==> config.mk <==
export PLATFORM = sky130hd
export DESIGN_NAME = mem_port_arbiter_flat
export DESIGN_NICKNAME = d
export VERILOG_FILES = /design/src/rtl/mem_arb_pkg.sv /design/src/rtl/mem_port_arbiter_if.sv /design/src/rtl/mem_arb_rr.sv /design/src/rtl/mem_port_arbiter.sv /design/src/flat_wrapper.sv
export SDC_FILE = /design/constraint.sdc
export NUM_CORES = 1
export LEC_CHECK = 0
export BUFFER_PORTS_ARGS = -buffer_cell sky130_fd_sc_hd__buf_2
export CAP_MARGIN = 5
export CORE_MARGIN = 3
export CORE_UTILIZATION = 44
export DETAILED_ROUTE_END_ITERATION = 7
export GPL_TIMING_DRIVEN = 0
export PLACE_DENSITY_LB_ADDON = 0.2
export REMOVE_ABC_BUFFERS = 1
export SLEW_MARGIN = 15
export SYNTH_ARGS = -nofsm -noshare
export SYNTH_HDL_FRONTEND = slang
export SYNTH_SLANG_ARGS = --single-unit
==> constraint.sdc <==
create_clock -name clk -period 2 [get_ports clk]
set_input_delay 0.3 -clock clk [delete_from_list [all_inputs] [get_ports clk]]
set_output_delay 0.3 -clock clk [all_outputs]
set_load 0.05 [all_outputs]
==> src/rtl/mem_arb_pkg.sv <==
// Shared types and constants for the fetch/data memory port arbiter.
package mem_arb_pkg;

    typedef enum logic [1:0] {
        ST_IDLE   = 2'd0,
        ST_ACCESS = 2'd1,
        ST_TURN   = 2'd2
    } arb_state_t;

    typedef enum logic {
        REQ_IF = 1'b0,
        REQ_D  = 1'b1
    } req_id_t;

    localparam logic [1:0] SIZE_BYTE = 2'b00;
    localparam logic [1:0] SIZE_HALF = 2'b01;
    localparam logic [1:0] SIZE_WORD = 2'b10;
    localparam logic [1:0] SIZE_RSVD = 2'b11;

    localparam int unsigned TIMEOUT_CYCLES_DEFAULT = 255;

    // The reserved size code is issued to the RAM as a plain word access.
    function automatic logic [1:0] norm_size(input logic [1:0] size);
        return (size == SIZE_RSVD) ? SIZE_WORD : size;
    endfunction

endpackage

==> src/rtl/mem_port_arbiter_if.sv <==
// Requester handshakes, RAM port and status of the memory port arbiter.
interface mem_port_arbiter_if;
    logic        if_req;
    logic [31:0] if_addr;
    logic        if_gnt;
    logic        if_done;
    logic        d_req;
    logic        d_we;
    logic [31:0] d_addr;
    logic [31:0] d_wdata;
    logic [1:0]  d_size;
    logic        d_gnt;
    logic        d_done;
    logic [31:0] rdata;
    logic [31:0] ram_addr;
    logic [31:0] ram_wdata;
    logic [1:0]  ram_size;
    logic        cs;
    logic        we;
    logic        oe;
    logic [31:0] ram_rdata;
    logic        ram_ready;
    logic        busy;
    logic        err;

    modport slave (
        input  if_req, if_addr, d_req, d_we, d_addr, d_wdata, d_size, ram_rdata, ram_ready,
        output if_gnt, if_done, d_gnt, d_done, rdata, ram_addr, ram_wdata, ram_size,
               cs, we, oe, busy, err
    );

    modport master (
        output if_req, if_addr, d_req, d_we, d_addr, d_wdata, d_size, ram_rdata, ram_ready,
        input  if_gnt, if_done, d_gnt, d_done, rdata, ram_addr, ram_wdata, ram_size,
               cs, we, oe, busy, err
    );
endinterface

==> src/rtl/mem_arb_rr.sv <==
// Two-way round-robin pick: a lone request wins, a conflict goes to the
// requester that did not win last time.
module mem_arb_rr
    import mem_arb_pkg::*;
(
    input  logic    if_req,
    input  logic    d_req,
    input  req_id_t last_winner,
    output logic    any_req,
    output req_id_t winner
);
    always_comb begin
        any_req = if_req | d_req;
        winner  = REQ_IF;
        if (if_req && d_req) begin
            winner = (last_winner == REQ_IF) ? REQ_D : REQ_IF;
        end else if (d_req) begin
            winner = REQ_D;
        end
    end
endmodule

==> src/rtl/mem_port_arbiter.sv <==
// Fetch/data arbiter onto one single-port RAM with a one-cycle bus turnaround.
// Define MEM_ARB_TIMEOUT_EN to abort stalled accesses after TIMEOUT_CYCLES and raise err.
//
// state     | meaning
// ST_IDLE   | waiting for a request; arbitrates and latches the winner
// ST_ACCESS | RAM cycle in progress for the latched owner
// ST_TURN   | one idle cycle with chip select low; owner's done pulses
module mem_port_arbiter
    import mem_arb_pkg::*;
#(
    parameter int unsigned TIMEOUT_CYCLES = TIMEOUT_CYCLES_DEFAULT
) (
    input  logic              clk,
    input  logic              rst,
    mem_port_arbiter_if.slave bus
);
    arb_state_t  state;
    req_id_t     last_winner;
    req_id_t     owner;
    req_id_t     winner;
    logic        any_req;
    logic        access_end;
    logic        if_gnt_q, d_gnt_q, if_done_q, d_done_q;
    logic        cs_q, we_q, oe_q;
    logic [31:0] rdata_q, addr_q, wdata_q;
    logic [1:0]  size_q;

    mem_arb_rr u_rr (
        .if_req      (bus.if_req),
        .d_req       (bus.d_req),
        .last_winner (last_winner),
        .any_req     (any_req),
        .winner      (winner)
    );

`ifdef MEM_ARB_TIMEOUT_EN
    localparam int unsigned      TMO_W    = (TIMEOUT_CYCLES > 1) ? $clog2(TIMEOUT_CYCLES) : 1;
    localparam logic [TMO_W-1:0] TMO_LAST = TMO_W'(TIMEOUT_CYCLES - 1);
    logic [TMO_W-1:0] tmo_cnt;
    logic             err_q;
    assign bus.err = err_q;
`else
    localparam int unsigned unused_timeout = TIMEOUT_CYCLES;
    assign bus.err = 1'b0;
`endif

    always_comb begin
        access_end = 1'b0;
        if (state == ST_ACCESS) begin
            access_end = bus.ram_ready;
`ifdef MEM_ARB_TIMEOUT_EN
            if (tmo_cnt == TMO_LAST) access_end = 1'b1;
`endif
        end
    end

    always_ff @(posedge clk or negedge rst) begin
        if (!rst) begin
            state       <= ST_IDLE;
            last_winner <= REQ_D;
            owner       <= REQ_IF;
            if_gnt_q    <= 1'b0;
            d_gnt_q     <= 1'b0;
            if_done_q   <= 1'b0;
            d_done_q    <= 1'b0;
            cs_q        <= 1'b0;
            we_q        <= 1'b0;
            oe_q        <= 1'b0;
            rdata_q     <= '0;
            addr_q      <= '0;
            wdata_q     <= '0;
            size_q      <= '0;
`ifdef MEM_ARB_TIMEOUT_EN
            tmo_cnt     <= '0;
            err_q       <= 1'b0;
`endif
        end else begin
            if_gnt_q  <= 1'b0;
            d_gnt_q   <= 1'b0;
            if_done_q <= 1'b0;
            d_done_q  <= 1'b0;
            case (state)
                ST_IDLE: begin
                    if (any_req) begin
                        state       <= ST_ACCESS;
                        owner       <= winner;
                        last_winner <= winner;
                        if_gnt_q    <= (winner == REQ_IF);
                        d_gnt_q     <= (winner == REQ_D);
                        cs_q        <= 1'b1;
`ifdef MEM_ARB_TIMEOUT_EN
                        tmo_cnt     <= '0;
`endif
                        if (winner == REQ_IF) begin
                            addr_q  <= bus.if_addr;
                            wdata_q <= '0;
                            size_q  <= SIZE_WORD;
                            we_q    <= 1'b0;
                            oe_q    <= 1'b1;
                        end else begin
                            addr_q  <= bus.d_addr;
                            wdata_q <= bus.d_wdata;
                            size_q  <= norm_size(bus.d_size);
                            we_q    <= bus.d_we;
                            oe_q    <= !bus.d_we;
                        end
                    end
                end
                ST_ACCESS: begin
                    if (access_end) begin
                        state     <= ST_TURN;
                        cs_q      <= 1'b0;
                        we_q      <= 1'b0;
                        oe_q      <= 1'b0;
                        if_done_q <= (owner == REQ_IF);
                        d_done_q  <= (owner == REQ_D);
                        // rdata only moves on a completed read; aborts and stores leave it alone
                        if (bus.ram_ready && !we_q) rdata_q <= bus.ram_rdata;
`ifdef MEM_ARB_TIMEOUT_EN
                        if (!bus.ram_ready) err_q <= 1'b1;
`endif
                    end
`ifdef MEM_ARB_TIMEOUT_EN
                    else begin
                        tmo_cnt <= tmo_cnt + TMO_W'(1);
                    end
`endif
                end
                ST_TURN: begin
                    state <= ST_IDLE;
                end
                default: begin
                    state <= ST_IDLE;
                end
            endcase
        end
    end

    assign bus.if_gnt    = if_gnt_q;
    assign bus.d_gnt     = d_gnt_q;
    assign bus.if_done   = if_done_q;
    assign bus.d_done    = d_done_q;
    assign bus.rdata     = rdata_q;
    assign bus.ram_addr  = addr_q;
    assign bus.ram_wdata = wdata_q;
    assign bus.ram_size  = size_q;
    assign bus.cs        = cs_q;
    assign bus.we        = we_q;
    assign bus.oe        = oe_q;
    assign bus.busy      = (state != ST_IDLE);
endmodule

==> src/flat_wrapper.sv <==
// flat-port wrapper written by rule: the top's interface ports become plain ports
module mem_port_arbiter_flat import mem_arb_pkg::*;
#(
    parameter int unsigned TIMEOUT_CYCLES = TIMEOUT_CYCLES_DEFAULT
)
  (clk, rst, bus_if_req, bus_if_addr, bus_d_req, bus_d_we, bus_d_addr, bus_d_wdata, bus_d_size, bus_ram_rdata, bus_ram_ready, bus_if_gnt, bus_if_done, bus_d_gnt, bus_d_done, bus_rdata, bus_ram_addr, bus_ram_wdata, bus_ram_size, bus_cs, bus_we, bus_oe, bus_busy, bus_err);
  mem_port_arbiter_if bus_i ();
  input  logic clk;
  input  logic rst;
  input wire logic [$bits(bus_i.if_req)-1:0] bus_if_req;
  input wire logic [$bits(bus_i.if_addr)-1:0] bus_if_addr;
  input wire logic [$bits(bus_i.d_req)-1:0] bus_d_req;
  input wire logic [$bits(bus_i.d_we)-1:0] bus_d_we;
  input wire logic [$bits(bus_i.d_addr)-1:0] bus_d_addr;
  input wire logic [$bits(bus_i.d_wdata)-1:0] bus_d_wdata;
  input wire logic [$bits(bus_i.d_size)-1:0] bus_d_size;
  input wire logic [$bits(bus_i.ram_rdata)-1:0] bus_ram_rdata;
  input wire logic [$bits(bus_i.ram_ready)-1:0] bus_ram_ready;
  output wire logic [$bits(bus_i.if_gnt)-1:0] bus_if_gnt;
  output wire logic [$bits(bus_i.if_done)-1:0] bus_if_done;
  output wire logic [$bits(bus_i.d_gnt)-1:0] bus_d_gnt;
  output wire logic [$bits(bus_i.d_done)-1:0] bus_d_done;
  output wire logic [$bits(bus_i.rdata)-1:0] bus_rdata;
  output wire logic [$bits(bus_i.ram_addr)-1:0] bus_ram_addr;
  output wire logic [$bits(bus_i.ram_wdata)-1:0] bus_ram_wdata;
  output wire logic [$bits(bus_i.ram_size)-1:0] bus_ram_size;
  output wire logic [$bits(bus_i.cs)-1:0] bus_cs;
  output wire logic [$bits(bus_i.we)-1:0] bus_we;
  output wire logic [$bits(bus_i.oe)-1:0] bus_oe;
  output wire logic [$bits(bus_i.busy)-1:0] bus_busy;
  output wire logic [$bits(bus_i.err)-1:0] bus_err;
  assign bus_i.if_req = bus_if_req;
  assign bus_i.if_addr = bus_if_addr;
  assign bus_i.d_req = bus_d_req;
  assign bus_i.d_we = bus_d_we;
  assign bus_i.d_addr = bus_d_addr;
  assign bus_i.d_wdata = bus_d_wdata;
  assign bus_i.d_size = bus_d_size;
  assign bus_i.ram_rdata = bus_ram_rdata;
  assign bus_i.ram_ready = bus_ram_ready;
  assign bus_if_gnt = bus_i.if_gnt;
  assign bus_if_done = bus_i.if_done;
  assign bus_d_gnt = bus_i.d_gnt;
  assign bus_d_done = bus_i.d_done;
  assign bus_rdata = bus_i.rdata;
  assign bus_ram_addr = bus_i.ram_addr;
  assign bus_ram_wdata = bus_i.ram_wdata;
  assign bus_ram_size = bus_i.ram_size;
  assign bus_cs = bus_i.cs;
  assign bus_we = bus_i.we;
  assign bus_oe = bus_i.oe;
  assign bus_busy = bus_i.busy;
  assign bus_err = bus_i.err;
  mem_port_arbiter #(.TIMEOUT_CYCLES(TIMEOUT_CYCLES)) u_core (.clk(clk), .rst(rst), .bus(bus_i));
endmodule
Word level (Yosys, flattened, before mapping)
Index checks and enable logic that the tools add are counted.
W data, S select, Z words.

operators by class
  bitwise operators = 3
  mux-type cells = 28
  equal/unequal tests = 4
  reduce and logical (&&, ||, !) cells = 11

operators by type and width
  kind                  count
  $mux W32              2
  $mux W1               18
  $mux W2               4
  $pmux W1 S2           3
  $reduce_and A3 Y1     2
  $ne A2 B1 Y1 const B  2
  $pmux W2 S2           1
  $reduce_and A2 Y1     2
  $reduce_bool A2 Y1    2
  $eq A2 B1 Y1 const B  1
  $eq A2 B2 Y1 const B  1
  $logic_and A1 B1 Y1   2
  $logic_not A1 Y1      2
  $logic_not A2 Y1      1
  $not A1 Y1            2
  $or A1 B1 Y1          1

word-level totals
  word-level logic and storage cells = 60
  flip-flop bits (word level) = 109
  output and inout bits = 107

Longest topological paths before layout
Gate-level depths: netlist of run 1.

  depth after elaboration = 5
  mapped depth = 6
  mapped depth without buffers = 4

Modules after synthesis
From an unflattened synthesis of run 1, not the netlist that was laid out.

unflattened totals
  cell total of the unflattened synthesis = 392
  area total of the unflattened synthesis = 4451.8 um2

by module, submodules not included
  module            instances  seq. area each (um2)  area each (um2)  cells each
  mem_port_arbiter  1          2728.9                4438.0           390
  mem_arb_rr        1          0.0                   13.8             2

Worst setup path before layout of run 1
No wires, ideal clock.

  kind = reg-to-reg
  start = reg u_core.we_q, in the netlist u_core.bus.we
  end = reg u_core.rdata_q[10], in the netlist u_core.bus.rdata[10]
  buffers on the path = 1
  period minus slack after synthesis = 1.492 ns
  setup slack = 0.508 ns
  stages on the path, launching flop included = 4
  data arrival time = 1.367 ns
  library setup time = 0.125 ns
  cell sequence = dfrtp_1 > nor2_2 > buf_6 > mux2_2

on the way
  cells in the longest elaborated chain, start to end = 3

RTL lines
  element                             RTL line                 source
  start: declaration                  mem_port_arbiter.sv:24   logic cs_q, we_q, oe_q;
  start signal: assignment            mem_port_arbiter.sv:104  we_q <= bus.d_we;
  $logic_not A1 Y1                    mem_port_arbiter.sv:118  if (bus.ram_ready && !we_q) rdata_q <= bus.ram_rdata;
  $logic_and A1 B1 Y1                 mem_port_arbiter.sv:118
  $reduce_and A3 Y1 (no source line)  --
  end signal: assignment              mem_port_arbiter.sv:118
  end: declaration                    mem_port_arbiter.sv:25   logic [31:0] rdata_q, addr_q, wdata_q;

Every way passes these cells.
A chain may end at the register's enable or synchronous reset.

Worst setup path in the final report of run 1
  start = reg u_core.state[0]
  end = out bus_busy

on the way
  cells in the longest elaborated chain, start to end = 1

RTL lines
  element                   RTL line                 source
  start: declaration        mem_port_arbiter.sv:17   arb_state_t state;
  start signal: assignment  mem_port_arbiter.sv:59   state <= ST_IDLE;
  start signal: assignment  mem_port_arbiter.sv:85   state <= ST_ACCESS;
  start signal: assignment  mem_port_arbiter.sv:111  state <= ST_TURN;
  $reduce_bool A2 Y1        mem_port_arbiter.sv:150  assign bus.busy = (state != ST_IDLE);
  end: declaration          flat_wrapper.sv:30       output wire logic [$bits(bus_i.busy)-1:0] bus_busy;

Every way passes these cells.

==> results_dict.tcl, run 1 <==
set metrics [dict create \
    finalMaxSlewViolations 0 \
    routed_wl_um 12410 \
    rrSetupSlack_ns 0.11 \
    power.total_mw 12.67 \
    cts_buffers 9 \
    min_period_ns 1.902 \
    finalNetCount 693 \
    cp_num_buf_inv 2 \
    synth_ff_type "dfrtp_1" \
    netlist.area_leader.share 0.6268 \
    synth_area_sq_um 4312 \
    cts_sinks 109 \
    antenna_found_initial 1 \
    final_area_sq_um 5887 \
    path_depth 3 \
    run_status "complete, no violations" \
    start_util 0.4601 \
    hold_start "bus_ram_ready" \
    arrival_ns 1.60 \
    postSynthAreaPerCell_sq_um 13.23 \
    stdcell_count 692 \
    utilization 0.6282 \
    die_w_um 105.0 \
    critPathLaunchType "flip-flop" \
    num_rows 35 \
    rr_startpoint "u_core.state[1]$_DFFE_PN0P_" \
    rr_worst_depth 3 \
    placed_cell_area_sq_um 5622 \
    grt_pass1_wl_um 18940 \
    cts_max_level 3 \
    crit_family "buffers and inverters" \
    synth_most_common_cell "dfrtp_1" \
    skew_ns 0.01522 \
    regArea_sq_um 2729 \
    gp_congestion 0.7695 \
    synth_enable_flop_cells 0 \
    cts_tree "done" \
    drt_iter0_markers 197 \
    slowest_stage "dfrtp_1" \
    yosysWarnings 0 \
    clkTransAtPathRegs_ns 0.11 \
    viasPerCell 5.275 \
    p_leak_nw 3.076 \
    wl_per_cell_um 17.93 \
    area_growth_pct 36.54 \
    cpPeakStageDelay_ns 0.44 \
    gr-total-overflow 0 \
    power.density_nw_per_um2 2152 \
    synthCells 326 \
    track_usage 0.2144 \
    vias 3650 \
    n_fill_cell 759 \
    dr.pass1.iters 5 \
    period_share 0.9512 \
    slew_headroom 0.4300 \
    worst_pin_slew_ns 0.8533 \
    synth-seq-cells 109 \
    grt_max_degree 72 \
    hold_slack_ns 0.1340 \
    synth_commonest_cells "dfrtp_1 (108), nand2_1 (36), a221o_1 (32), a22o_1 (32), nor3_1 (32)" \
    multi_input_area_sq_um 1429 \
    first_global_vias 3650 \
    synth.distinct_cells 26 \
    worst_slack_ns 0.09756 \
    core_sq_um 9371 \
    r2r-end "u_core.bus.rdata[0]$_DFFE_PN0P_" \
    maxCapViolCount 0 \
    dpl.hpwl_um 8332 \
    ys_async_sr_fraction 1.000 \
    cts.path.max_buffers 2 \
    clk_latency_ns 0.36 \
    crit_type "flip-flop to output port" \
    yosysSeqAreaShare 0.6329 \
    place_ws_ns -0.06535 \
    crit_chain "nor2_4 > clkinvlp_4 > buf_2" \
    port_buffers 241 \
    ctsRootBufferMaster "clkbuf_8" \
    drc 0 \
    die_h_um 105.0 \
    dieArea_sq_um 11020 \
    crit_path_end_kind "output port" \
    synthTopCellsByArea "dfrtp_1 (63%), a221o_1 (7.4%), mux2_2 (7.3%)" \
    rsz0062_at_grt "no" \
    dp.cells 670 \
    tns_ns 0 \
    hold_end "u_core.state[0]$_DFFE_PN0P_" \
    hold_violations 0 \
    hold_path.class "input port to flip-flop" \
    drtAntennaViolNets 0 \
    drive_above_1_share 0.5338 \
    ios 243 \
    irDropWorstVdd_mv 1.140 \
    min_path_cells 2 \
    cp_max_fo 6 \
    crit_required_ns 1.70 \
    yosysTopAreaCell "dfrtp_1" \
    timing.fmax_ghz 0.5256 \
    setup_viol 0 \
]
layout make-up:
| type | instances | share of cell area |
|---|---|---|
| sequential | 109 | 0.4635 |
| multi-input combinational | 184 | 0.2427 |
| timing repair buffer | 247 | 0.2255 |
| tap | 129 | 0.02742 |
| clock buffer | 10 | 0.02338 |
| clock inverter | 6 | 0.01190 |
| inverter | 5 | 0.003826 |
| timing repair inverter | 1 | 0.001275 |
| antenna | 1 | 0.0004251 |
state kept, by name (all words and copies together) (netlist names):
signal                flops
u_core.bus.cs             1
u_core.bus.d_done         1
u_core.bus.d_gnt          1
u_core.bus.if_done        1
u_core.bus.if_gnt         1
u_core.bus.oe             1
u_core.bus.ram_addr      32
u_core.bus.ram_size       2
u_core.bus.ram_wdata     32
u_core.bus.rdata         32
u_core.bus.we             1
u_core.last_winner        1
u_core.owner              1
u_core.state              2
placed cells by master (no fill, tap or decap), types with 2 or more instances in the layout:
master	instances
buf_2	240
dfrtp_1	108
nand2_1	36
nor3_1	32
a221o_1	32
a22o_1	32
mux2_2	28
clkbuf_8	10
clkinvlp_4	4
inv_1	4
mux2_1	4
nor2_4	3
buf_16	3
nand3b_1	2
a32o_1	2
a21o_1	2
a22oi_1	2
routing by layer:
layer	wire length, um	GRT usage	part of all wire
met1	5115	0.2768	0.41
met2	5885	0.3478	0.47
met3	1117	0.05991	0.090
met4	276	0.07404	0.022
met5	13	0	0.0010
worst reg2reg max path: stages (launching register included):
cell	delay, ns
dfrtp_1	0.43
nand3b_1	0.42
nor2_4	0.52
mux2_2	0.40
logic make-up (layout without fill, tap and decap cells):
logic type	Yosys count	count (layout)	synth area share
buf+inv	35	269	0.04759
simple gates	77	79	0.08097
other cells	1	2	0.0008697
flops	109	109	0.6329
compound gates	72	72	0.1541
mux	32	32	0.08357
power by group:
| part | leakage, nW | switching (mW) | internal (mW) |
|---|---|---|---|
| clock | 0.100 | 0.760 | 0.623 |
| sequential | 1.35 | 0.599 | 3.28 |
| combinational | 1.63 | 5.42 | 1.98 |
| total | 3.08 | 6.78 | 5.88 |
how the worst max path moves through the flow:
stage / start / slack, ns / endpoint
2_1_floorplan: u_core.state[0]$_DFFE_PN0P_ / -0.37 / u_core.bus.oe$_DFFE_PN0P_
3_3_place_gp: bus_if_req / -1.46 / u_core.state[0]$_DFFE_PN0P_
5_1_grt: u_core.state[1]$_DFFE_PN0P_ / 0.03 / u_core.bus.rdata[0]$_DFFE_PN0P_
6_report: u_core.state[0]$_DFFE_PN0P_ / 0.1 / bus_busy
4_1_cts: u_core.state[0]$_DFFE_PN0P_ / -0.03 / u_core.bus.ram_addr[18]$_DFFE_PN0P_
3_5_place_dp: u_core.state[0]$_DFFE_PN0P_ / -0.07 / bus_busy
what timing repair did:
action | 4_1_cts | 5_1_grt
resized for setup | 3 | 2
endpoints found under the setup margin | 3 | 101
setup buffers | 1 | 0
endpoints found under the hold margin | 50 | 0
hold buffers | 1 | 0
gates cloned | 1 | 2
(Power assumes the default switching activity.)
==> inputs of run 2 (changes only) <==
- RECOVER_POWER: unset -> 100
==> results_dict.tcl, run 2 (synthesis results as in run 1) <==
set metrics [dict create \
    first_global_vias 3650 \
    hold_start "bus_ram_ready" \
    crit_path_end_kind "output port" \
    cp_max_fo 6 \
    gp_congestion 0.7695 \
    crit_family "buffers and inverters" \
    cts.path.max_buffers 2 \
    routed_wl_um 12380 \
    finalMaxSlewViolations 0 \
    mostFrequentLayoutCell "buf_2" \
    drtAntennaViolNets 0 \
    gr-total-overflow 0 \
    drt_iter0_markers 198 \
    final_cell_mix "buf_2 (135), dfrtp_1 (108), clkbuf_1 (105), nand2_1 (36)" \
    rr_startpoint "u_core.state[1]$_DFFE_PN0P_" \
    vias 3609 \
    clk_latency_ns 0.35 \
    min_path_cells 2 \
    clkTransAtPathRegs_ns 0.11 \
    ctsRootBufferMaster "clkbuf_8" \
    path_depth 3 \
    n_fill_cell 826 \
    viasPerCell 5.215 \
    core_sq_um 9371 \
    critPathLaunchType "flip-flop" \
    skew_ns 0.01438 \
    area_growth_pct 33.02 \
    setup_viol 0 \
    wl_per_cell_um 17.89 \
    dpl.hpwl_um 8332 \
    die_h_um 105.0 \
    grt_max_degree 72 \
    cts_tree "done" \
    cpPeakStageDelay_ns 0.44 \
    run_status "complete, no violations" \
    slowest_stage "dfrtp_1" \
    cp_num_buf_inv 2 \
    hold_violations 0 \
    crit_type "flip-flop to output port" \
    period_share 0.9396 \
    hold_path.class "input port to flip-flop" \
    dieArea_sq_um 11020 \
    tns_ns 0 \
    maxCapViolCount 0 \
    timing.fmax_ghz 0.5322 \
    die_w_um 105.0 \
    drive_above_1_share 0.3452 \
    min_period_ns 1.879 \
    drc 0 \
    crit_chain "nor2_4 > clkinvlp_4 > clkbuf_2" \
    cts_max_level 3 \
    multi_input_area_sq_um 1421 \
    rr_worst_depth 3 \
    finalNetCount 693 \
    port_buffers 241 \
    arrival_ns 1.58 \
    ios 243 \
    grt_pass1_wl_um 18940 \
    dr.pass1.iters 4 \
    antenna_found_initial 0 \
    cts_buffers 9 \
    worst_pin_slew_ns 1.287 \
    crit_required_ns 1.70 \
    cts_sinks 109 \
    rsz0062_at_grt "no" \
    slew_headroom 0.1422 \
    crit_start "u_core.state[0]$_DFFE_PN0P_" \
    track_usage 0.2144 \
    num_rows 35 \
    start_util 0.4601 \
    regArea_sq_um 2729 \
]
-- run 2: changes by cell type in the layout (fill, tap and decap cells not counted), sizes merged --
cell | previous run | this run
clkbuf | 10 | 117
buf | 246 | 139
-- run 2: path summary, 6_finish.rpt --
check	to	slack, ns
min in group asynchronous	u_core.bus.rdata[4]$_DFFE_PN0P_	0.77
min reg2reg	u_core.bus.if_done$_DFF_PN0_	0.46
min	u_core.state[0]$_DFFE_PN0P_	0.14
max in group asynchronous	u_core.bus.ram_addr[8]$_DFFE_PN0P_	0.33
max reg2reg	u_core.bus.rdata[3]$_DFFE_PN0P_	0.13
max	bus_busy	0.12
-- run 2: layout make-up --
class | count | share of cell area
antenna | 1 | 0.0004363
clock buffer | 10 | 0.02400
clock inverter | 6 | 0.01222
inverter | 5 | 0.003927
multi-input combinational | 184 | 0.2478
sequential | 109 | 0.4758
tap | 129 | 0.02814
timing repair buffer | 247 | 0.2064
timing repair inverter | 1 | 0.001309
-- run 2: through the flow --
step	hold WS, ns	utilization	cell area (sq um)	setup slack (ns)	cells
detailed placement	0.2767	0.5999	5622	-0.06535	670
finish	0.1379	0.6120	5736	0.1209	692
floorplan	0.004409	-	4125	-0.3734	296
global placement	0.4464	0.5861	5493	-1.463	666
CTS	0.1199	0.6254	5861	-0.02964	689
global route	0.1398	0.6117	5733	0.02753	691
-- run 2: per-layer routing --
layer | GRT usage | part of all wire | vias up
li1 | - | - | 1675
met4 | 0.07404 | 0.022 | 0
met3 | 0.05991 | 0.088 | 20
met2 | 0.3478 | 0.48 | 195
met5 | 0 | 0 | -
met1 | 0.2768 | 0.41 | 1719
-- run 2: timing repair --
action / CTS / global route
pin swaps: 0 / 0
setup buffers: 1 / 0
gates cloned: 1 / 2
endpoints found under the setup margin: 3 / 101
gates resized for setup: 3 / 2
hold buffers: 1 / 0
hold endpoints to repair: 50 / 0
Power of run 2 is left out: the tool's default activity adds up to more than one toggle a clock period on the data nets, which glitch-free logic cannot reach.
==> inputs of run 3 (changes only) <==
- CORE_UTILIZATION: 44 -> 30
==> results_dict.tcl, run 3 (synthesis results as in run 1) <==
set metrics [dict create \
    cts_max_level 3 \
    min_period_ns 1.798 \
    final_area_sq_um 5863 \
    combPwrFrac 0.555 \
    arrival_ns 2.02 \
    slowest_stage "dfrtp_1" \
    worst_pin_slew_ns 1.259 \
    n_fill_cell 1442 \
    skew_ns 0.008136 \
    die_w_um 125.9 \
    run_status "complete, no violations" \
    finalNetCount 693 \
    hold_slack_ns 0.1672 \
    gr-total-overflow 0 \
    start_util 0.3082 \
    rsz0062_at_grt "no" \
    port_buffers 241 \
    maxCapViolCount 0 \
    viasPerCell 4.822 \
    switching_share 0.5413 \
    cts_tree "done" \
    die_h_um 125.9 \
    dpl.hpwl_um 8667 \
    slew_headroom 0.1606 \
    crit_path_end_kind "flip-flop" \
    drt_iter0_markers 210 \
    crit_family "compound AO/OA/AOI/OAI gates" \
    cpPeakStageDelay_ns 0.42 \
    vias 3578 \
    dr.pass1.iters 4 \
    grt_pass1_wl_um 20290 \
    crit_chain "nor2_4 > o21ai_2 > clkbuf_4 > a221o_1" \
    hold_violations 0 \
    cts_sinks 109 \
    wl_per_cell_um 17.27 \
    clk_latency_ns 0.34 \
    num_rows 43 \
    area_growth_pct 35.98 \
    cp_num_buf_inv 1 \
    p_clk_frac 0.138 \
    grt_max_degree 57 \
    timing.fmax_ghz 0.5560 \
    irDropWorstVdd_mv 1.080 \
    p_sw_mw 6.850 \
    p_leak_nw 2.759 \
    drtAntennaViolNets 0 \
    crit_required_ns 2.22 \
    clkTransAtPathRegs_ns 0.07 \
    gp_congestion 0.7815 \
    mostFrequentLayoutCell "buf_2" \
    ctsRootBufferMaster "clkbuf_16" \
    period_share 0.8992 \
    cp_max_fo 32 \
    dieArea_sq_um 15850 \
    drive_above_1_share 0.3434 \
    track_usage 0.1604 \
    finalMaxSlewViolations 0 \
    final_cell_mix "buf_2 (135), dfrtp_1 (108), clkbuf_1 (105), nand2_1 (36)" \
    utilization 0.4191 \
    crit_type "flip-flop to flip-flop" \
    n_antenna_cell 0 \
    cts_buffers 9 \
    antenna_found_initial 0 \
    routed_wl_um 12820 \
    p_int_mw 5.806 \
    placed_cell_area_sq_um 5703 \
    seqPwrFrac 0.308 \
    core_sq_um 13990 \
    ios 243 \
    setup_viol 0 \
    hold_path.class "input port to flip-flop" \
    first_global_vias 3750 \
    drc 0 \
    critPathLaunchType "flip-flop" \
    power.density_nw_per_um2 2159 \
    cts.path.max_buffers 2 \
    power.total_mw 12.66 \
]
run 3: worst paths after layout:
path / start / endpoint / slack, ns / cells after the start
max: u_core.state[0]$_DFFE_PN0P_ / u_core.bus.ram_addr[16]$_DFFE_PN0P_ / 0.20 / 4
min: bus_d_we / u_core.bus.oe$_DFFE_PN0P_ / 0.17 / 2
max reg2reg: u_core.state[0]$_DFFE_PN0P_ / u_core.bus.ram_addr[16]$_DFFE_PN0P_ / 0.20 / 4
min reg2reg: u_core.owner$_DFFE_PN0P_ / u_core.bus.if_done$_DFF_PN0_ / 0.46 / 1
max in group asynchronous: rst / u_core.bus.ram_addr[16]$_DFFE_PN0P_ / 0.35 / 3
min in group asynchronous: rst / u_core.bus.rdata[23]$_DFFE_PN0P_ / 0.78 / 2
run 3: worst register-to-register path, cell delays in order (launching register included):
cell and delay, ns:
dfrtp_1 0.42, nor2_4 0.28, o21ai_2 0.23, clkbuf_4 0.37, a221o_1 0.37
run 3: per-stage QoR:
step                      TNS (ns)  std cells  setup slack, ns
final                            0        742           0.2016
after global routing             0        742          0.06534
after CTS                        0        742          0.09499
after detailed placement   -0.5784        722         -0.06394
after global placement     -178.86        717           -1.560
after floorplan             -21.83        296          -0.3734
run 3: repair_timing:
action                                  4_1_cts  5_1_grt
pin swaps                                     1        0
endpoints found under the setup margin        1        3
gates resized for setup                       4        2
hold buffers                                  1        0
gates cloned                                  2        0
setup buffers                                 1        0
endpoints found under the hold margin        52        0
run 3: layout make-up:
cell class / instances / area (sq um) / share of cell area
sequential: 109 / 2729 / 0.4654
clock inverter: 6 / 53.80 / 0.009176
timing repair inverter: 1 / 7.507 / 0.001280
multi-input combinational: 183 / 1401 / 0.2390
inverter: 5 / 22.52 / 0.003841
timing repair buffer: 248 / 1185 / 0.2021
tap: 180 / 225.2 / 0.03841
clock buffer: 10 / 239.0 / 0.04076
run 3: power by group through the flow:
stage	registers [mW]	clock network, mW	logic, mW
after global routing	4.03	1.91	7.38
after detailed placement	3.88	0	7.36
after floorplan	7.51	0	1.68
after CTS	3.88	1.80	7.48
final	3.90	1.74	7.02
after global placement	3.87	0	7.14
run 3: layer usage:
| metal | up-vias | track usage | wire, um |
|---|---|---|---|
| met4 | 0 | 0.05110 | 170 |
| met1 | 1710 | 0.2203 | 5593 |
| met5 | - | 0 | 0 |
| met3 | 11 | 0.05386 | 1316 |
| met2 | 198 | 0.2407 | 5735 |
| li1 | 1659 | - | - |
